===== src/rtl/calc_pkg.sv =====
// Shared key codes, FSM state type and display-select encodings for the
// keypad calculator sequencer.
package calc_pkg;

  localparam logic [3:0] KEY_ADD = 4'hA;
  localparam logic [3:0] KEY_EQ  = 4'hB;
  localparam logic [3:0] KEY_CLR = 4'hC;

  typedef enum logic [1:0] {
    ENTER_A = 2'd0,
    ENTER_B = 2'd1,
    CALC    = 2'd2,
    SHOW    = 2'd3
  } calc_state_t;

  localparam logic [1:0] DISP_A   = 2'd0;
  localparam logic [1:0] DISP_B   = 2'd1;
  localparam logic [1:0] DISP_RES = 2'd2;

  function automatic logic is_digit(input logic [3:0] code);
    return code <= 4'd9;
  endfunction

endpackage


===== src/rtl/bcd_accumulator.sv =====
// One decimal operand built digit by digit: value <= value*10 + d using
// shift-add, with digits beyond NUM_DIGITS silently dropped.
module bcd_accumulator #(
  parameter int NUM_DIGITS = 3,
  parameter int OP_W       = 10
) (
  input  logic                                i_clk,
  input  logic                                i_rst,
  input  logic                                i_clear,
  input  logic                                i_load,
  input  logic                                i_set,
  input  logic [3:0]                          i_digit,
  output logic [OP_W-1:0]                     o_value,
  output logic [$clog2(NUM_DIGITS+1)-1:0]     o_count
);

  localparam int CW = $clog2(NUM_DIGITS + 1);

  logic [OP_W-1:0] r_value;
  logic [CW-1:0]   r_count;
  logic [OP_W-1:0] w_next;
  logic            w_room;

  assign w_next = (r_value << 3) + (r_value << 1) + OP_W'(i_digit);
  assign w_room = r_count < CW'(NUM_DIGITS);

  always_ff @(posedge i_clk) begin
    if (i_rst || i_clear) begin
      r_value <= '0;
      r_count <= '0;
    end else if (i_set) begin
      r_value <= OP_W'(i_digit);
      r_count <= CW'(1);
    end else if (i_load && w_room) begin
      r_value <= w_next;
      r_count <= r_count + CW'(1);
    end
  end

  assign o_value = r_value;
  assign o_count = r_count;

endmodule


===== src/rtl/keypad_calc_sequencer.sv =====
// Turns keypad strobes into operands A and B, hands them to the adder with a
// req/ack handshake and chooses what the display shows.
module keypad_calc_sequencer
  import calc_pkg::*;
#(
  parameter int NUM_DIGITS  = 3,
  parameter int ACK_TIMEOUT = 1024,
  localparam int OP_W       = $clog2(10 ** NUM_DIGITS)
) (
  input  logic              i_clk,
  input  logic              i_rst,
  input  logic              i_key_valid,
  input  logic [3:0]        i_key_code,
  input  logic              i_calc_ack,
  input  logic [OP_W:0]     i_calc_result,
  output logic [OP_W-1:0]   o_operand_a,
  output logic [OP_W-1:0]   o_operand_b,
  output logic              o_calc_req,
  output logic [OP_W:0]     o_disp_value,
  output logic [1:0]        o_disp_sel,
  output logic              o_calc_err,
  output calc_state_t       o_state
);

  localparam int TW = (ACK_TIMEOUT > 1) ? $clog2(ACK_TIMEOUT) : 1;
  localparam int CW = $clog2(NUM_DIGITS + 1);

  // Handshake: calc_req is high for every cycle in CALC; operands cannot
  // change there, and the adder's calc_ack is taken in the cycle it is high.
  calc_state_t     r_state, w_next;
  logic [OP_W:0]   r_result;
  logic [TW-1:0]   r_to_cnt;
  logic            r_err;

  logic w_digit, w_clr, w_add, w_eq;
  logic w_a_load, w_a_clear, w_a_set, w_b_load, w_b_clear;
  logic w_res_load, w_res_clear, w_timeout;
  logic [CW-1:0] w_a_count, w_b_count;

  assign w_digit = i_key_valid && is_digit(i_key_code);
  assign w_clr   = i_key_valid && (i_key_code == KEY_CLR);
  assign w_add   = i_key_valid && (i_key_code == KEY_ADD);
  assign w_eq    = i_key_valid && (i_key_code == KEY_EQ);

  always_comb begin
    w_next      = r_state;
    w_a_load    = 1'b0;
    w_a_clear   = 1'b0;
    w_a_set     = 1'b0;
    w_b_load    = 1'b0;
    w_b_clear   = 1'b0;
    w_res_load  = 1'b0;
    w_res_clear = 1'b0;
    w_timeout   = 1'b0;
    if (w_clr) begin
      w_next      = ENTER_A;
      w_a_clear   = 1'b1;
      w_b_clear   = 1'b1;
      w_res_clear = 1'b1;
    end else begin
      case (r_state)
        ENTER_A: begin
          if (w_digit) begin
            w_a_load = 1'b1;
          end else if (w_add) begin
            w_next    = ENTER_B;
            w_b_clear = 1'b1;
          end
        end
        ENTER_B: begin
          if (w_digit) begin
            w_b_load = 1'b1;
          end else if (w_eq) begin
            w_next = CALC;
          end
        end
        CALC: begin
          if (i_calc_ack) begin
            w_res_load = 1'b1;
            w_next     = SHOW;
          end else if (r_to_cnt == TW'(ACK_TIMEOUT - 1)) begin
            w_timeout   = 1'b1;
            w_next      = ENTER_A;
            w_a_clear   = 1'b1;
            w_b_clear   = 1'b1;
            w_res_clear = 1'b1;
          end
        end
        SHOW: begin
          if (w_digit) begin
            w_a_set   = 1'b1;
            w_b_clear = 1'b1;
            w_next    = ENTER_A;
          end
        end
        default: w_next = ENTER_A;
      endcase
    end
  end

  always_ff @(posedge i_clk) begin
    if (i_rst) begin
      r_state  <= ENTER_A;
      r_result <= '0;
      r_to_cnt <= '0;
      r_err    <= 1'b0;
    end else begin
      r_state <= w_next;
      if (w_res_clear)     r_result <= '0;
      else if (w_res_load) r_result <= i_calc_result;
      r_to_cnt <= (r_state == CALC && w_next == CALC) ? r_to_cnt + TW'(1) : '0;
      if (w_timeout)        r_err <= 1'b1;
      else if (i_key_valid) r_err <= 1'b0;
    end
  end

  bcd_accumulator #(.NUM_DIGITS(NUM_DIGITS), .OP_W(OP_W)) u_acc_a (
    .i_clk   (i_clk),
    .i_rst   (i_rst),
    .i_clear (w_a_clear),
    .i_load  (w_a_load),
    .i_set   (w_a_set),
    .i_digit (i_key_code),
    .o_value (o_operand_a),
    .o_count (w_a_count)
  );

  bcd_accumulator #(.NUM_DIGITS(NUM_DIGITS), .OP_W(OP_W)) u_acc_b (
    .i_clk   (i_clk),
    .i_rst   (i_rst),
    .i_clear (w_b_clear),
    .i_load  (w_b_load),
    .i_set   (1'b0),
    .i_digit (i_key_code),
    .o_value (o_operand_b),
    .o_count (w_b_count)
  );

  always_comb begin
    o_disp_sel   = DISP_A;
    o_disp_value = {1'b0, o_operand_a};
    case (r_state)
      ENTER_B, CALC: begin
        o_disp_sel   = DISP_B;
        o_disp_value = {1'b0, o_operand_b};
      end
      SHOW: begin
        o_disp_sel   = DISP_RES;
        o_disp_value = r_result;
      end
      default: ;
    endcase
  end

  assign o_calc_req = (r_state == CALC);
  assign o_calc_err = r_err;
  assign o_state    = r_state;

  logic w_unused;
  assign w_unused = ^{w_a_count, w_b_count};

endmodule


===== config.mk =====
export PLATFORM = sky130hd
export DESIGN_NAME = keypad_calc_sequencer
export DESIGN_NICKNAME = d
export VERILOG_FILES = /design/src/rtl/calc_pkg.sv /design/src/rtl/bcd_accumulator.sv /design/src/rtl/keypad_calc_sequencer.sv
export SDC_FILE = /design/constraint.sdc
export NUM_CORES = 1
export LEC_CHECK = 0
export BUFFER_PORTS_ARGS = -buffer_cell sky130_fd_sc_hd__buf_2
export CORE_UTILIZATION = 30
export DETAILED_ROUTE_END_ITERATION = 7
export PLACE_DENSITY = 0.52
export SYNTH_ARGS = -nofsm -noshare
export SYNTH_HDL_FRONTEND = slang
export SYNTH_SLANG_ARGS = --single-unit

===== constraint.sdc =====
create_clock -name i_clk -period 6.3 [get_ports i_clk]
set_clock_uncertainty 0.05 [all_clocks]
set_input_delay 0.315 -clock i_clk [delete_from_list [all_inputs] [get_ports i_clk]]
set_output_delay 0.315 -clock i_clk [all_outputs]
set_load 0.05 [all_outputs]

# Yosys cells after proc, flatten, opt, wreduce, memory -nomap -nowiden
# Cells that the tools add are included.
# Widths: inputs -> output; s select.
dict set report totals {
  latchBits 0
  mem_bits_ro 0
  mem_bits_rw 0
  out_inout_bits 37
  elab_cells 81
  input_bits 19
  mem_count 0
  regBits 48
}
dict set report classes {
  n_eq_ne 8
  div_mod_pow 0
  order_cmp 3
  n_addsub 7
  shifts 0
  n_mux 36
  bitwise 1
  n_mul 0
  reduce_logical 16
}
# op count
set ops {}
lappend ops {{$mux 1} 22}
lappend ops {{$pmux 11 s2} 1}
lappend ops {{$add 10x10->10} 2}
lappend ops {{$add 10x4->10} 2}
lappend ops {{$mux 2} 8}
lappend ops {{$eq 4x4->1 const B} 3}
lappend ops {{$add 10x1->10 const B} 1}
lappend ops {{$eq 10x10->1 const B} 1}
lappend ops {{$mux 4} 2}
lappend ops {{$pmux 2 s4} 1}
lappend ops {{$reduce_or 2->1} 4}
lappend ops {{$logic_and 1x1->1} 7}
lappend ops {{$eq 2x2->1 const B} 3}
lappend ops {{$add 2x1->2 const B} 2}
lappend ops {{$le 4x4->1 const B} 1}
lappend ops {{$lt 2x2->1 const B} 2}
lappend ops {{$pmux 2 s2} 1}
lappend ops {{$reduce_bool 2->1} 2}
lappend ops {{$pmux 1 s3} 1}
lappend ops {{$eq 2x1->1 const B} 1}
lappend ops {{$logic_not 2->1} 1}
lappend ops {{$logic_or 1x1->1} 2}
lappend ops {{$not 1->1} 1}

# Longest topological paths before layout
dict set report depth {
  ltp_word 10
  ltp_mapped 8
  depth_no_buf 8
}

# Cells and area by module
# From an unflattened synthesis, not the netlist that was laid out.
dict set report unflattened {
  hier_cells 395
  hier_area_um2 3294.4
}
# module cells_per_inst area_per_inst_um2 n_inst seq_area_each_um2
set by_module_without_submodules {}
lappend by_module_without_submodules {bcd_accumulator 108 927.1 2 240.2}
lappend by_module_without_submodules {keypad_calc_sequencer 179 1440.1 1 480.5}

# Least setup slack after synthesis
# No wires, ideal clock.
dict set report synth_path {
  kind {flip-flop to output port}
  start {register r_state[0] (netlist: o_state[0])}
  end {output port o_disp_value[0]}
  stages_incl_launch_ff 6
  path_slack_ns 2.918
  arrival_time_ns 3.017
  path_buffers 1
  t_required_ns 5.935
  cell_sequence {dfxtp_1 inv_1 ha_1 clkbuf_1 a22oi_1 o21ai_0}
}
dict set report synth_via {
  elab_chain_len 3
  word_cells_on_any_way 5
  classes_between {3 x eq/ne; 1 x mux; 1 x reduce/logical}
}
# item line_no
set synth_rtl {}
lappend synth_rtl {{start, declared} keypad_calc_sequencer.sv:30} ;# calc_state_t r_state, w_next;
lappend synth_rtl {{start signal, assigned} keypad_calc_sequencer.sv:108} ;# r_state <= w_next;
lappend synth_rtl {{$eq 2x2->1 or $eq 2x1->1 (tied branches)} keypad_calc_sequencer.sv:142} ;# case (r_state)
lappend synth_rtl {{$reduce_or 2->1} keypad_calc_sequencer.sv:142}
lappend synth_rtl {{$pmux 11 s2 (*)} keypad_calc_sequencer.sv:142}
lappend synth_rtl {{end, declared} keypad_calc_sequencer.sv:19} ;# output logic [OP_W:0] o_disp_value,
# Mark *: on every way between the ends. The rest lies on a longest branch, timed or not.

# Worst setup path in the final report
dict set report layout_path {
  start {register r_state[0] (netlist: o_state[0])}
  end {register u_acc_b.r_value[5] (netlist: u_acc_b.o_value[5])}
}
dict set report layout_via {
  elab_chain_len 4
  word_cells_on_any_way 10
  classes_between {3 x eq/ne; 4 x mux; 3 x reduce/logical}
}
# item line_no
set layout_rtl {}
lappend layout_rtl {{$eq 2x2->1 (tied with other cells)} keypad_calc_sequencer.sv:61} ;# case (r_state)
lappend layout_rtl {{$pmux 1 s3 or $mux 1 (tied branches)} keypad_calc_sequencer.sv:61}
lappend layout_rtl {{$mux 1} keypad_calc_sequencer.sv:55} ;# if (w_clr) begin
lappend layout_rtl {{$logic_or 1x1->1 or $logic_and 1x1->1 (tied branches)} {bcd_accumulator.sv:28, bcd_accumulator.sv:34}}
lappend layout_rtl {{end signal, assigned} bcd_accumulator.sv:32} ;# r_value <= OP_W'(i_digit);
lappend layout_rtl {{end signal, assigned} bcd_accumulator.sv:35} ;# r_value <= w_next;
lappend layout_rtl {{end, declared} bcd_accumulator.sv:19} ;# logic [OP_W-1:0] r_value;
# Several ways; a longest one is shown, not always the timed one.
# A chain may end at the register's enable or synchronous reset.

==> impl_metrics.py <==
metrics = {
    "clock_network": {
        "clock-sinks": 48,
        "cts_hold_buf": 0,
        "clk_path_buf_depth": 2,
        "cts-root-buf": "clkbuf_8",
        "cts_tree": "yes",
        "postCtsSetupRepairBufs": 0,
        "path_clk_slew_ns": 0.10,
        "clock_latency_ns": 0.30,
        "cts_buffers": 5,
        "cts_resized": 0,
        "htreeDepth": 2,
    },
    "drt": {
        "via_per_inst": 5.13,
        "ant_nets": 0,
        "dr.pass1.iters": 4,
        "drc": 0,
        "avgRoutedWirePerCell_um": 15.0,
        "drt_first_iter_violations": 120,
        "wl_mm": 8.15,
        "vias": 2783,
    },
    "yosys": {
        "synth-main-ff-cell": "dfxtp_1",
        "syn_inst": 362,
        "async_flop_share_pct": 0,
        "synth_edf_count": 0,
        "syn_avg_cell_area_um2": 8.63,
        "ys_seq_area_share_pct": 30.7,
        "syn_area_um2": 3130,
        "synth_warnings": 0,
        "ys_ff_latch": 48,
        "synth_fp_nets": 421,
        "ys_types": 55,
    },
    "timing": {
        "worst_pin_slew_ns": 0.967,
        "setup_viol": 0,
        "rsz0062_at_grt": "false",
        "hold_viol": 0,
        "slew_headroom_pct": 35.1,
        "fin_setup_tns_ns": 0,
        "whs_ns": 0.160,
        "finalCriticalPeriod_ns": 2.77,
        "fin_crit_sh_pct": 43.9,
        "slew_violations": 0,
        "setup_ws_ns": 3.53,
        "fmax_ghz": 0.361,
    },
    "setup_path": {
        "startpoint_type": "flip-flop",
        "worstPathMaxFanout": 16,
        "critPathCaptureType": "flip-flop",
        "cp_data_arrival_time_ns": 2.88,
        "critPathKind": "reg2reg",
        "crit_required_ns": 6.41,
    },
    "global_routing": {
        "antenna_found_initial": 0,
        "gr-total-overflow": 0,
        "grt_max_degree": 26,
        "grt_pass1_wl_mm": 13.9,
        "track_usage_pct": 15.8,
        "grt_pass1_vias": 2731,
    },
    "run_status": {
        "status": "finished, final reports clean",
    },
    "cells_and_area": {
        "nets": 468,
        "insertedDiodeCount": 0,
        "stdcell_area_um2": 3610,
        "fill_cells": 1043,
        "area_delta_synth_final_pct": 15.6,
        "final_util_pct": 36.3,
        "drive_above_1_share_pct": 16.3,
    },
    "run": {
        "cap_violations": 0,
    },
    "place": {
        "gp_congestion": 0.820,
        "io_buffers": 55,
        "dp_slack_ns": 3.53,
        "hpwl_mm": 6.18,
        "placedInstanceArea_um2": 3500,
    },
    "floorplan": {
        "num_rows": 36,
        "pin_count": 56,
        "core_um2": 9950,
        "die_width_um": 104,
        "die_area_um2": 10800,
        "start_util_pct": 31.4,
        "die_h_um": 104,
    },
    "min_path": {
        "holdCritPathClass": "in2reg",
    },
    "power_and_ir_drop": {
        "vdd_drop_max_v": 0.000114,
        "power_leakage_uw": 0.00163,
        "p_per_area_nw_per_um2": 310,
    },
}
## cell usage after synthesis, types with 4 or more instances
library cell	number	area share [%]
dfxtp_1	48	31
nand2_1	41	4.9
ha_1	36	14
nor2_1	29	3.5
a21oi_1	23	3.7
o21ai_0	20	3.2
mux2i_1	16	5.1
inv_1	13	1.6
a22oi_1	11	2.6
nand3_1	10	1.6
nor4_1	10	2.0
xnor2_1	10	2.8
a211oi_1	9	2.2
clkbuf_1	9	1.1
xor2_1	7	2.0
a31oi_1	4	0.80
a41oi_1	4	1.1
and2_1	4	0.80
and3_1	4	0.80
fa_1	4	2.6
nand4_1	4	0.80
## power by group
part,internal (µW),total (µW),switching (µW),leakage [µW]
logic,147,515,368,0.00118
clock network,120,238,118,0.0000548
registers,331,366,35.6,0.000388
## cells in the final DEF, fill, tap and decap left out, types with 5 or more instances in the layout
cell	count
xor2_1	7
nor2_1	29
dfxtp_1	48
ha_1	36
nand2_1	41
clkbuf_8	5
buf_2	55
nand3_1	10
o21ai_0	20
a211oi_1	9
nor4_1	10
xnor2_1	10
a22oi_1	11
a21oi_1	23
inv_1	13
mux2i_1	16
## through the flow
| stage | instances | total power (µW) |
|---|---|---|
| after detailed placement | 535 | 886 |
| after CTS | 543 | 1130 |
| after global routing | 543 | 1190 |
| after global placement | 535 | 883 |
| final | 543 | 1120 |
| after floorplan | 362 | 781 |
## final cells by class
class	count	area [µm²]	area share (%)
Sequential cell	48	961	26.6
Clock buffer	5	68.8	1.91
Inverter	13	48.8	1.35
Tap cell	133	166	4.61
Multi-Input combinational cell	286	2050	56.6
Timing Repair Buffer	55	275	7.62
Clock inverter	3	46.3	1.28
## layer usage
layer | up-vias | track usage, % | share of wire (%)
met2 | 49 | 26.3 | 47
met3 | 2 | 2.38 | 3.4
li1 | 1428 | - | -
met4 | 0 | 4.69 | 0.54
met5 | - | 0 | 0
met1 | 1304 | 21.0 | 49
## worst paths after layout
path,start,to,slack (ns),cells past startpoint
worst min-delay path,i_rst,o_calc_err,0.16,2
worst max register to register,o_state[0],u_acc_b.o_value[5],3.53,5
worst max-delay path,o_state[0],u_acc_b.o_value[5],3.53,5
worst min register to register,o_calc_err,o_calc_err,0.41,2
## cells by family (layout without fill, tap and decap cells)
logic type / count (synthesis) / after routing / synth area share [%]
buffers and inverters: 28 / 76 / 3.80
flip-flops: 48 / 48 / 30.7
XOR/XNOR: 18 / 18 / 5.52
adder cells (fa/ha/maj): 40 / 40 / 17.0
AND/OR/NAND/NOR: 120 / 120 / 18.5
multiplexers: 17 / 17 / 5.48
AO/OA/AOI/OAI: 91 / 91 / 18.9
## critical path, cell delays in order, from the launching register on
cell     delay [ns]
dfxtp_1        0.49
ha_1           0.57
nand3_1        0.41
o311a_1        0.25
o21ai_1        0.75
nor2_1         0.11
## sequential cells by signal, indices dropped and copies added, names as in the netlist
signal,cells
o_calc_err,1
o_state,2
r_result,11
r_to_cnt,10
u_acc_a.o_count,2
u_acc_a.o_value,10
u_acc_b.o_count,2
u_acc_b.o_value,10
Power figures use the tool's default switching activity.
